===== config.mk =====
export PLATFORM = sky130hd
export DESIGN_NAME = cla_seq_adder_flat
export DESIGN_NICKNAME = d
export VERILOG_FILES = /design/src/rtl/cla_seq_adder_if.sv /design/src/rtl/cla_seq_adder.sv /design/src/flat_wrapper.sv
export SDC_FILE = /design/constraint.sdc
export NUM_CORES = 1
export LEC_CHECK = 0
export ABC_CLOCK_PERIOD_IN_PS = 2600
export BUFFER_PORTS_ARGS = -buffer_cell sky130_fd_sc_hd__buf_2
export CELL_PAD_IN_SITES_DETAIL_PLACEMENT = 1
export CELL_PAD_IN_SITES_GLOBAL_PLACEMENT = 1
export CORE_MARGIN = 5
export CORE_UTILIZATION = 39
export DETAILED_ROUTE_END_ITERATION = 6
export HOLD_SLACK_MARGIN = 0.05
export PLACE_DENSITY = 0.91
export SYNTH_ARGS = -nofsm -noshare
export SYNTH_HDL_FRONTEND = slang
export SYNTH_HIERARCHICAL = 1
export SYNTH_SLANG_ARGS = --single-unit

===== constraint.sdc =====
create_clock -name clk -period 2.6 [get_ports clk]
set_clock_uncertainty 0.1 [all_clocks]
set_input_delay 0.26 -clock clk [delete_from_list [all_inputs] [get_ports clk]]
set_output_delay 0.26 -clock clk [all_outputs]
set_load 0.05 [all_outputs]

===== src/rtl/cla_seq_adder_if.sv =====
// Valid/ready operand and result bus of the sequential carry-lookahead adder.
// The slave side is the adder; the master side issues operands and consumes results.
interface cla_seq_adder_if #(
    parameter int WIDTH = 32
);
    logic             in_valid;
    logic             in_ready;
    logic [WIDTH-1:0] a;
    logic [WIDTH-1:0] b;
    logic             sub;
    logic             cin;
    logic             out_valid;
    logic             out_ready;
    logic [WIDTH-1:0] sum;
    logic             cout;
    logic             ovf;
    logic             zero;
    logic             busy;

    modport master (
        output in_valid, a, b, sub, cin, out_ready,
        input  in_ready, out_valid, sum, cout, ovf, zero, busy
    );

    modport slave (
        input  in_valid, a, b, sub, cin, out_ready,
        output in_ready, out_valid, sum, cout, ovf, zero, busy
    );
endinterface


===== src/rtl/cla_seq_adder.sv =====
// Area-optimised WIDTH-bit add/subtract: one 4-bit carry-lookahead slice is reused
// for every nibble, LSB first, so a result takes WIDTH/4 cycles behind valid/ready.
module cla_4_1 (
    input  logic [3:0] px,
    input  logic [3:0] gx,
    input  logic       c_in,
    output logic [3:0] c_out
);
    assign c_out[0] = gx[0] | (px[0] & c_in);
    assign c_out[1] = gx[1] | (px[1] & gx[0]) | (px[1] & px[0] & c_in);
    assign c_out[2] = gx[2] | (px[2] & gx[1]) | (px[2] & px[1] & gx[0])
                    | (px[2] & px[1] & px[0] & c_in);
    assign c_out[3] = gx[3] | (px[3] & gx[2]) | (px[3] & px[2] & gx[1])
                    | (px[3] & px[2] & px[1] & gx[0])
                    | (px[3] & px[2] & px[1] & px[0] & c_in);
endmodule

module cla_seq_adder #(
    parameter int WIDTH = 32
) (
    input logic           clk,
    input logic           rst,
    cla_seq_adder_if.slave bus
);
    localparam int NIB = WIDTH / 4;
    localparam int CW  = (NIB > 1) ? $clog2(NIB) : 1;

    localparam logic [1:0] S_IDLE = 2'd0;
    localparam logic [1:0] S_RUN  = 2'd1;
    localparam logic [1:0] S_DONE = 2'd2;

    logic [1:0]       state_q, state_d;
    logic [CW-1:0]    cnt_q, cnt_d;
    logic [WIDTH-1:0] a_q, a_d;
    logic [WIDTH-1:0] b_q, b_d;
    logic             carry_q, carry_d;
    logic [WIDTH-1:0] sum_q, sum_d;
    logic             cout_q, cout_d;
    logic             ovf_q, ovf_d;
    logic             zero_q, zero_d;
    logic             out_valid_q, out_valid_d;

    logic [3:0] px, gx, c_out, nibble;

    assign px     = a_q[3:0] ^ b_q[3:0];
    assign gx     = a_q[3:0] & b_q[3:0];
    assign nibble = px ^ {c_out[2:0], carry_q};

    cla_4_1 u_cla (
        .px    (px),
        .gx    (gx),
        .c_in  (carry_q),
        .c_out (c_out)
    );

    // NOTE: every _d gets its hold value first, so no path through this block can infer a latch.
    always_comb begin
        state_d     = state_q;
        cnt_d       = cnt_q;
        a_d         = a_q;
        b_d         = b_q;
        carry_d     = carry_q;
        sum_d       = sum_q;
        cout_d      = cout_q;
        ovf_d       = ovf_q;
        zero_d      = zero_q;
        out_valid_d = out_valid_q;
        case (state_q)
            S_IDLE: begin
                if (bus.in_valid) begin
                    a_d     = bus.a;
                    b_d     = bus.sub ? ~bus.b : bus.b;
                    carry_d = bus.sub ? 1'b1 : bus.cin;
                    cnt_d   = '0;
                    state_d = S_RUN;
                end
            end
            S_RUN: begin
                // Result nibbles enter at the top and settle into place after NIB shifts.
                sum_d   = {nibble, sum_q[WIDTH-1:4]};
                carry_d = c_out[3];
                a_d     = a_q >> 4;
                b_d     = b_q >> 4;
                cnt_d   = cnt_q + 1'b1;
                if (cnt_q == CW'(NIB - 1)) begin
                    cout_d      = c_out[3];
                    ovf_d       = c_out[3] ^ c_out[2];
                    zero_d      = (sum_d == '0);
                    out_valid_d = 1'b1;
                    state_d     = S_DONE;
                end
            end
            S_DONE: begin
                if (bus.out_ready) begin
                    out_valid_d = 1'b0;
                    state_d     = S_IDLE;
                end
            end
            default: state_d = S_IDLE;
        endcase
    end

    // NOTE: non-blocking updates so every register samples the pre-edge values of the others.
    always_ff @(posedge clk) begin
        // NOTE: operand and carry registers are reset too, so no X can ever reach the outputs.
        if (rst) begin
            state_q     <= S_IDLE;
            cnt_q       <= '0;
            a_q         <= '0;
            b_q         <= '0;
            carry_q     <= 1'b0;
            sum_q       <= '0;
            cout_q      <= 1'b0;
            ovf_q       <= 1'b0;
            zero_q      <= 1'b0;
            out_valid_q <= 1'b0;
        end else begin
            state_q     <= state_d;
            cnt_q       <= cnt_d;
            a_q         <= a_d;
            b_q         <= b_d;
            carry_q     <= carry_d;
            sum_q       <= sum_d;
            cout_q      <= cout_d;
            ovf_q       <= ovf_d;
            zero_q      <= zero_d;
            out_valid_q <= out_valid_d;
        end
    end

    assign bus.in_ready  = (state_q == S_IDLE);
    assign bus.busy      = (state_q != S_IDLE);
    assign bus.out_valid = out_valid_q;
    assign bus.sum       = sum_q;
    assign bus.cout      = cout_q;
    assign bus.ovf       = ovf_q;
    assign bus.zero      = zero_q;
endmodule


===== src/flat_wrapper.sv =====
// flat-port wrapper written by rule: the top's interface ports become plain ports
module cla_seq_adder_flat 
#(
    parameter int WIDTH = 32
)
  (clk, rst, bus_in_valid, bus_a, bus_b, bus_sub, bus_cin, bus_out_ready, bus_in_ready, bus_out_valid, bus_sum, bus_cout, bus_ovf, bus_zero, bus_busy);
  cla_seq_adder_if #(.WIDTH(WIDTH)) bus_i ();
  input logic clk;
  input logic rst;
  input wire logic [$bits(bus_i.in_valid)-1:0] bus_in_valid;
  input wire logic [$bits(bus_i.a)-1:0] bus_a;
  input wire logic [$bits(bus_i.b)-1:0] bus_b;
  input wire logic [$bits(bus_i.sub)-1:0] bus_sub;
  input wire logic [$bits(bus_i.cin)-1:0] bus_cin;
  input wire logic [$bits(bus_i.out_ready)-1:0] bus_out_ready;
  output wire logic [$bits(bus_i.in_ready)-1:0] bus_in_ready;
  output wire logic [$bits(bus_i.out_valid)-1:0] bus_out_valid;
  output wire logic [$bits(bus_i.sum)-1:0] bus_sum;
  output wire logic [$bits(bus_i.cout)-1:0] bus_cout;
  output wire logic [$bits(bus_i.ovf)-1:0] bus_ovf;
  output wire logic [$bits(bus_i.zero)-1:0] bus_zero;
  output wire logic [$bits(bus_i.busy)-1:0] bus_busy;
  assign bus_i.in_valid = bus_in_valid;
  assign bus_i.a = bus_a;
  assign bus_i.b = bus_b;
  assign bus_i.sub = bus_sub;
  assign bus_i.cin = bus_cin;
  assign bus_i.out_ready = bus_out_ready;
  assign bus_in_ready = bus_i.in_ready;
  assign bus_out_valid = bus_i.out_valid;
  assign bus_sum = bus_i.sum;
  assign bus_cout = bus_i.cout;
  assign bus_ovf = bus_i.ovf;
  assign bus_zero = bus_i.zero;
  assign bus_busy = bus_i.busy;
  cla_seq_adder #(.WIDTH(WIDTH)) u_core (.clk(clk), .rst(rst), .bus(bus_i));
endmodule

---- After elaboration in Yosys (flattened, before gate mapping) ----
Cells that the tools add are included.
operators by class
  add/subtract/negate cells ............... 1
  equality and inequality tests ........... 6
  mux-type cells .......................... 17
  bitwise operators ....................... 31
  reduce and logical (&&, ||, !) cells .... 9
operators by type and width
  kind                                                 number
  one-hot mux 32 bit (2 select lines)                  2
  2-to-1 mux 32 bit                                    3
  logical NOT 32 bit                                   1
  NOT 32 bit                                           1
  AND 1 bit                                            16
  OR 1 bit                                             10
  bitwise XOR 4 bit                                    2
  2-to-1 mux 2 bit                                     3
  one-hot mux 2 bit (3 select lines)                   1
  one-hot mux 3 bit (2 select lines)                   1
  AND reduction 3 bit                                  2
  nonzero test 2 bit                                   3
  AND 4 bit                                            1
  2-to-1 mux 1 bit                                     4
  != test 2 bit, second input constant                 2
  one-hot mux 1 bit (2 select lines)                   2
  AND reduction 2 bit                                  2
  adder 3 x 1 -> 3 bit, second input constant          1
  equality test 3 bit, second input constant           1
  2-to-1 mux 3 bit                                     1
  equality test 2 x 1 -> 1 bit, second input constant  1
  equality test 2 bit, second input constant           1
  logical NOT 2 bit                                    1
  != test 2 x 1 -> 1 bit, second input constant        1
  bitwise XOR 1 bit                                    1
word-level totals
  bits in registers ....................... 106
  input port bits ......................... 70
  output and inout bits ................... 38
  logic and storage cells ................. 74

---- Depth between registers and ports, before layout ----
Gate-level depths: netlist of run 1.
  depth in word-level cells ............... 7
  depth in mapped cells ................... 8

---- Modules after synthesis ----
The synthesis of run 1 kept the hierarchy.
modules (own cells, without submodules)
  module         times used  cells an instance  area an instance (um^2)
  cla_seq_adder  1           555                4594.4
  cla_4_1        1           5                  38.8

---- Least setup slack after synthesis of run 1 ----
OpenSTA, ideal clock, no wires.
  path kind ............................... register to register
  from .................................... reg u_core.a_q[0]
  to ...................................... reg u_core.zero_q, in the netlist u_core/bus.zero
  library setup time ...................... 59 ps
  data arrival time ....................... 1999 ps
  required time ........................... 2441 ps
  path slack .............................. 442 ps
  cell stages (with the launch flop) ...... 9
  path buffers ............................ 0
  clock period less this slack ............ 2158 ps
  cells stage by stage .................... dfxtp_1 -> ha_1 -> a21o_1 -> a21o_1 -> a21o_1 -> xnor2_1 -> nand4_1 -> or4_1 -> nand2_1
on the way
  elaborated cells on any way between the ends .. 16
RTL lines
  what                    RTL line              RTL
  start, declared         cla_seq_adder.sv:34   logic [WIDTH-1:0] a_q, a_d;
  start signal, assigned  cla_seq_adder.sv:109  a_q <= '0;
  start signal, assigned  cla_seq_adder.sv:120  a_q <= a_d;
  bitwise XOR 4 bit       cla_seq_adder.sv:45   assign px = a_q[3:0] ^ b_q[3:0];
  via u_core.px[0]        cla_seq_adder.sv:43   logic [3:0] px, gx, c_out, nibble;
  AND 1 bit               cla_seq_adder.sv:9    assign c_out[0] = gx[0] | (px[0] & c_in);
  OR 1 bit                cla_seq_adder.sv:9
  via u_core.c_out[0]     cla_seq_adder.sv:43
  bitwise XOR 4 bit       cla_seq_adder.sv:47   assign nibble = px ^ {c_out[2:0], carry_q};
  logical NOT 32 bit      cla_seq_adder.sv:88   zero_d = (sum_d == '0);
  end signal, assigned    cla_seq_adder.sv:126  zero_q <= zero_d;
  end, declared           cla_seq_adder.sv:40   logic zero_q, zero_d;
The timed path passes the listed nets, and every way through them passes these cells.
A chain may end at the register's enable or synchronous reset.

---- Final worst setup path of run 1 ----
Same ends and word-level chain as after synthesis.

==> impl_metrics.env, run 1 <==
export IMPL_status="finished, violations left"
export IMPL_violations="DRC"
export IMPL_tns_ns=0
export IMPL_gpl_final_weighted_congestion=0.788
export IMPL_ys_seq_elements=106
export IMPL_grt_setup_unrepaired="no"
export IMPL_routed_via_density=5.45
export IMPL_most_frequently_used_flop_master_after_synthesis="sky130_fd_sc_hd__dfxtp_1"
export IMPL_start_util=0.402
export IMPL_power_static_leakage_nw=2.48
export IMPL_dr_wl_met2_um=6770
export IMPL_drt_initial_drc_count=324
export IMPL_numPortBuffers=107
export IMPL_yosysWarningCount=6
export IMPL_tritoncts_clock_tree="yes"
export IMPL_global_route_wire_length_before_repair_um=21600
export IMPL_minimum_clock_period_ns=2.32
export IMPL_dr_wl_met3_um=625
export IMPL_hold_viol=0
export IMPL_drt_wl_total_um=12900
export IMPL_fin_nets=717
export IMPL_routed_via_count=4299
export IMPL_core_area_um2=11500
export IMPL_async_reset_ff_frac=0
export IMPL_synthesis_area_per_instance_um2=8.27
export IMPL_synth_sequential_area_ratio=0.458
export IMPL_synth_edff_count=0
export IMPL_fraction_of_final_layout_cells_sized_beyond_drive_strength_1=0.214
export IMPL_criticalPathCategory="flop to flop"
export IMPL_slew_violations=0
export IMPL_cts_num_sinks=106
export IMPL_die_area_um2=14200
export IMPL_synth_nets=636
export IMPL_tightestPinTransition_ns=0.566
export IMPL_post_route_drc_count=1
export IMPL_syn_instance_count=560
export IMPL_antenna_found_initial=0
export IMPL_mostFrequentLayoutCell="sky130_fd_sc_hd__nor2_1"
export IMPL_timing_critical_path_to_type="flop"
export IMPL_floorplan_die_height_um=119
export IMPL_powerDensity_nw_per_um2=673
export IMPL_total_standard_cell_area_after_synthesis_um2=4630
export IMPL_critPathArrivalTime_ns=2.51
export IMPL_fmax_mhz=431
export IMPL_antenna_diode_count=0
export IMPL_route_top_layer_used="met4"
export IMPL_cts_buffer_depth=2
export IMPL_layoutNonFillerInstCount=789
export IMPL_timing_max_slew_rel_slack=0.622
export IMPL_worstSetupStartpointType="flop"
export IMPL_drt_pre_antenna_iters=7
export IMPL_final_fill_count=1402
export IMPL_grt_max_degree=70
export IMPL_vdd_drop_max_uv=352
export IMPL_clockRootBuffer="sky130_fd_sc_hd__clkbuf_16"
export IMPL_die_w_um=119
export IMPL_fp_row_count=39
export IMPL_post_detailed_route_wirelength_per_cell_um=16.3
export IMPL_htree_levels=3
export IMPL_grt_overflow_total=0
export IMPL_clk_latency_ns=0.34
export IMPL_p_total_mw=3.73
export IMPL_min_delay_path_class="primary input to flop"
export IMPL_timing_final_crit_share=0.892
export IMPL_first_global_vias=4582
export IMPL_final_antenna_net_count=0
export IMPL_worst_path_max_fanout=3
export IMPL_drt_met1_wl_um=5350
export IMPL_flow_area_growth_from_synthesis_pct=19.8
export IMPL_grt_total_usage=0.181
export IMPL_postLayoutCoreUtil=0.482
export IMPL_placed_cells_incl_taps=771
export IMPL_setup_viols_final=0
export IMPL_tritoncts_num_buffers=9
export IMPL_io_pin_count=108
export IMPL_clock_slew_at_the_register_clock_pins_of_the_worst_setup_and_hold_paths_ns=0.07
export IMPL_cts_repair_resized=0
export IMPL_most_used_cells_in_the_layout_excluding_fill_and_tap_cells="134 x sky130_fd_sc_hd__nor2_1, 106 x sky130_fd_sc_hd__buf_2, 106 x sky130_fd_sc_hd__dfxtp_1"
export IMPL_maxCapViolCount=0
export IMPL_dp_final_hpwl_um=9020
export IMPL_netlist_cell_type_count=31
export IMPL_required_ns=2.79
## layer usage
layer | track usage | vias up
li1 | - | 2109
met1 | 0.213 | 2079
met2 | 0.332 | 98
met3 | 0.0370 | 13
met4 | 0.0514 | 0
met5 | 0 | -
## cell type report
class / instances / area [um2] / share of cell area
multi-input cells: 400 / 2270 / 0.409
flip-flops and latches: 106 / 2120 / 0.382
repair buffers: 122 / 681 / 0.123
clock buffers: 12 / 256 / 0.0462
well taps: 143 / 179 / 0.0322
clock inverters: 4 / 35.0 / 0.00631
inverters: 2 / 7.51 / 0.00135
## synth_stat cells, types with 6 or more instances
cell,instances,area (um2)
sky130_fd_sc_hd__nor2_1,135,507
sky130_fd_sc_hd__dfxtp_1,106,2120
sky130_fd_sc_hd__nand2_1,60,225
sky130_fd_sc_hd__a21oi_1,34,170
sky130_fd_sc_hd__xor2_1,33,289
sky130_fd_sc_hd__nor3_1,30,150
sky130_fd_sc_hd__a222oi_1,28,280
sky130_fd_sc_hd__clkbuf_1,28,105
sky130_fd_sc_hd__a2bb2oi_1,25,219
sky130_fd_sc_hd__buf_2,19,95.1
sky130_fd_sc_hd__a22oi_1,10,75.1
sky130_fd_sc_hd__nor4_1,8,50.1
sky130_fd_sc_hd__ha_1,6,75.1
## kinds of logic (layout without fill, tap and decap cells)
family                     after synthesis  after routing  synth area share
AOI/OAI and AO/OA                      109            109             0.180
xor gates and xnor gates                37             37            0.0699
adders and majority gates                6              6            0.0162
buffers and inverters                   54            140            0.0545
DFF                                    106            106             0.458
and+or+nand+nor                        248            248             0.222
## through the flow
step	hold WS, ns	worst slack, ns	area [um2]
after floorplan	0.308	0.442	4630
after global placement	0.340	0.369	5240
after detailed placement	0.353	0.303	5240
after CTS	0.0599	0.289	5550
after global routing	0.0727	0.223	5550
final	0.0689	0.282	5550
## sequential cells by signal, indices dropped and copies added, names as in the netlist
register              count
u_core/a_q               32
u_core/b_q               32
u_core/bus.cout           1
u_core/bus.out_valid      1
u_core/bus.ovf            1
u_core/bus.sum           32
u_core/bus.zero           1
u_core/carry_q            1
u_core/cnt_q              3
u_core/state_q            2
## power breakdown
part	internal, mW	total (mW)	switching, mW
sequential	1.72	1.79	0.0648
clock	0.712	1.32	0.610
combinational	0.257	0.623	0.365
## timing repair
item / CTS / global route
setup buffers: 0 / 0
hold buffers: 2 / 0
endpoints found under the hold margin: 2 / 0
## worst max-delay path, cell delays in order (launching register included)
cell and delay (ns):
sky130_fd_sc_hd__dfxtp_1 0.32, sky130_fd_sc_hd__ha_1 0.33, sky130_fd_sc_hd__a21o_1 0.21, sky130_fd_sc_hd__a21o_1 0.22, sky130_fd_sc_hd__a21o_1 0.23, sky130_fd_sc_hd__xnor2_1 0.21, sky130_fd_sc_hd__nand4_1 0.10, sky130_fd_sc_hd__or4_1 0.47
sky130_fd_sc_hd__nand2_1 0.07
## final timing paths
| check | from | end | slack (ns) | cells after the start |
|---|---|---|---|---|
| hold reg to reg | u_core/bus.sum[0]$_SDFFE_PP0P_ | u_core/bus.sum[0]$_SDFFE_PP0P_ | 0.36 | 2 |
| hold / removal | bus_a[28] | u_core/a_q[28]$_SDFFE_PP0P_ | 0.07 | 3 |
| setup / recovery | u_core/a_q[0]$_SDFFE_PP0P_ | u_core/bus.zero$_SDFFE_PP0P_ | 0.28 | 8 |
| setup reg to reg | u_core/a_q[0]$_SDFFE_PP0P_ | u_core/bus.zero$_SDFFE_PP0P_ | 0.28 | 8 |
No activity file was read; power rests on OpenSTA's default activity.
==> inputs of run 2 (changes only) <==
--- a/config.mk
+++ b/config.mk
@@ -14,6 +14,7 @@
 export DETAILED_ROUTE_END_ITERATION = 6
 export HOLD_SLACK_MARGIN = 0.05
 export PLACE_DENSITY = 0.91
+export REMOVE_ABC_BUFFERS = 1
 export SYNTH_ARGS = -nofsm -noshare
 export SYNTH_HDL_FRONTEND = slang
 export SYNTH_HIERARCHICAL = 1
==> run 2 against run 1 <==
Effect of this change: the flow now finishes without violations; global-route usage up 0.76 points; clock power up 8%; critical endpoint unchanged; highest routed layer unchanged; non-clock buffer count down 2; hold slack worse by 0.0018 ns; combinational power up 0.8%.
==> impl_metrics.env, run 2 (synthesis results as in run 1) <==
export IMPL_power_clock_fraction=0.370
export IMPL_vdd_drop_max_uv=279
export IMPL_holdBufCountCts=0
export IMPL_clockRootBuffer="sky130_fd_sc_hd__clkbuf_16"
export IMPL_grt_overflow_total=0
export IMPL_met2_usage=0.336
export IMPL_floorplan_die_height_um=119
export IMPL_mostFrequentLayoutCell="sky130_fd_sc_hd__nor2_1"
export IMPL_core_area_um2=11500
export IMPL_worst_path_max_fanout=3
export IMPL_antenna_diode_count=0
export IMPL_gpl_final_weighted_congestion=0.779
export IMPL_io_pin_count=108
export IMPL_post_route_drc_count=0
export IMPL_most_used_cells_in_the_layout_excluding_fill_and_tap_cells="134 x sky130_fd_sc_hd__nor2_1, 106 x sky130_fd_sc_hd__buf_2, 106 x sky130_fd_sc_hd__dfxtp_1"
export IMPL_timing_critical_path_to_type="flop"
export IMPL_start_util=0.402
export IMPL_rrSetupSlack_ns=0.29
export IMPL_cts_repair_resized=0
export IMPL_post_detailed_route_wirelength_per_cell_um=17.1
export IMPL_flow_area_growth_from_synthesis_pct=19.1
export IMPL_clk_latency_ns=0.35
export IMPL_regToRegStartpoint="u_core/a_q[0]$_SDFFE_PP0P_"
export IMPL_minimum_clock_period_ns=2.31
export IMPL_powerDensity_nw_per_um2=694
export IMPL_critical_path_reg2reg_endpoint="u_core/bus.zero$_SDFFE_PP0P_"
export IMPL_cts_num_sinks=106
export IMPL_tns_ns=0
export IMPL_tritoncts_num_buffers=9
export IMPL_dp_final_hpwl_um=9020
export IMPL_holdCritStartpoint="bus_a[29]"
export IMPL_numPortBuffers=107
export IMPL_min_delay_path_class="primary input to flop"
export IMPL_rr_worst_depth=8
export IMPL_grt_met1_usage=0.229
export IMPL_postLayoutCoreUtil=0.479
export IMPL_internal_power_mw=2.74
export IMPL_drt_wl_total_um=13500
export IMPL_tightestPinTransition_ns=1.33
export IMPL_final_fill_count=1404
export IMPL_post_cts_buffers=0
export IMPL_power_static_leakage_nw=2.47
export IMPL_die_w_um=119
export IMPL_first_global_vias=4530
export IMPL_status="completed"
export IMPL_power_switching_share=0.286
export IMPL_grt_max_degree=43
export IMPL_switching_power_mw=1.10
export IMPL_worstSetupStartpointType="flop"
export IMPL_cts_buffer_depth=2
export IMPL_grt_setup_unrepaired="no"
export IMPL_hold_viol=0
export IMPL_htree_levels=3
export IMPL_fmax_mhz=432
export IMPL_clock_slew_at_the_register_clock_pins_of_the_worst_setup_and_hold_paths_ns=0.07
export IMPL_criticalPathCategory="flop to flop"
export IMPL_fp_row_count=39
export IMPL_critPathArrivalTime_ns=2.51
export IMPL_timing_max_slew_rel_slack=0.114
export IMPL_timing_final_crit_share=0.890
export IMPL_global_route_wire_length_before_repair_um=22200
export IMPL_gr_max_usage_layer="met2"
export IMPL_die_area_um2=14200
export IMPL_antenna_found_initial=0
export IMPL_fraction_of_final_layout_cells_sized_beyond_drive_strength_1=0.216
export IMPL_maxCapViolCount=0
export IMPL_routed_via_count=4345
export IMPL_tritoncts_clock_tree="yes"
export IMPL_required_ns=2.79
export IMPL_whs_endpoint="u_core/a_q[29]$_SDFFE_PP0P_"
export IMPL_slew_violations=0
export IMPL_setup_viols_final=0
export IMPL_gr_usage_met3=0.0294
export IMPL_drt_initial_drc_count=304
export IMPL_combinationalPowerShare=0.164
export IMPL_fin_nets=715
export IMPL_drt_pre_antenna_iters=7
export IMPL_whs_path_depth=3
export IMPL_routed_via_density=5.52
export IMPL_final_antenna_net_count=0
export IMPL_grt_total_usage=0.189
export IMPL_seq_power_share=0.466
-- run 2: cell types whose count changed in the layout (fill, tap and decap cells not counted), sizes merged --
cell         delta
inv             +3
clkinv          -3
dlygate4sd3     -2
clkinvlp        +2
bufinv          +1
clkbuf          -3
-- run 2: metal layers --
metal / vias to the layer above / wire length [um]
li1: 2109 / -
met1: 2101 / 5830
met2: 117 / 6850
met3: 18 / 598
met4: 0 / 221
met5: - / 0
-- run 2: layout make-up --
type | instances | area, um2 | area share
clock buffers | 9 | 225 | 0.0408
clock inverters | 7 | 82.6 | 0.0150
inverters | 2 | 7.51 | 0.00136
multi-input cells | 400 | 2270 | 0.411
flip-flops and latches | 106 | 2120 | 0.384
well taps | 143 | 179 | 0.0324
repair buffers | 120 | 636 | 0.115
-- run 2: power groups by stage --
stage / sequential, mW / combinational (mW) / clock, mW
global placement: 1.81 / 0.588 / 0
CTS: 1.79 / 0.631 / 1.45
floorplan: 1.84 / 0.356 / 0
finish: 1.79 / 0.628 / 1.42
global route: 1.80 / 0.690 / 1.53
detailed placement: 1.82 / 0.622 / 0
-- run 2: worst max path at each step --
stage,cells after the start,startpoint,end,slack (ns)
after floorplan,4,u_core/state_q[0]$_SDFFE_PP0P_,u_core/bus.zero$_SDFFE_PP0P_,-1.58
after global placement,8,u_core/a_q[0]$_SDFFE_PP0P_,u_core/bus.zero$_SDFFE_PP0P_,0.36
after detailed placement,8,u_core/a_q[0]$_SDFFE_PP0P_,u_core/bus.zero$_SDFFE_PP0P_,0.29
after CTS,8,u_core/b_q[0]$_SDFFE_PP0P_,u_core/bus.zero$_SDFFE_PP0P_,0.29
after global routing,8,u_core/a_q[0]$_SDFFE_PP0P_,u_core/bus.zero$_SDFFE_PP0P_,0.14
final,8,u_core/a_q[0]$_SDFFE_PP0P_,u_core/bus.zero$_SDFFE_PP0P_,0.29
-- run 2: through the flow --
stage | instances | power (mW) | cell area [um2] | worst slack (ns) | hold WS [ns]
2_1_floorplan | 508 | 2.20 | 4390 | -1.58 | 0.229
3_3_place_gp | 771 | 2.40 | 5210 | 0.361 | 0.339
3_5_place_dp | 771 | 2.44 | 5210 | 0.291 | 0.350
4_1_cts | 787 | 3.87 | 5520 | 0.287 | 0.0592
5_1_grt | 787 | 4.02 | 5520 | 0.136 | 0.0672
6_report | 787 | 3.83 | 5520 | 0.286 | 0.0671
-- run 2: worst max-delay path, stage by stage, from the launching register on --
cell                      delay (ns)
sky130_fd_sc_hd__dfxtp_1        0.32
sky130_fd_sc_hd__ha_1           0.33
sky130_fd_sc_hd__a21o_1         0.22
sky130_fd_sc_hd__a21o_1         0.22
sky130_fd_sc_hd__a21o_1         0.22
sky130_fd_sc_hd__xnor2_1        0.22
sky130_fd_sc_hd__nand4_1        0.10
sky130_fd_sc_hd__or4_1          0.47
sky130_fd_sc_hd__nand2_1        0.07
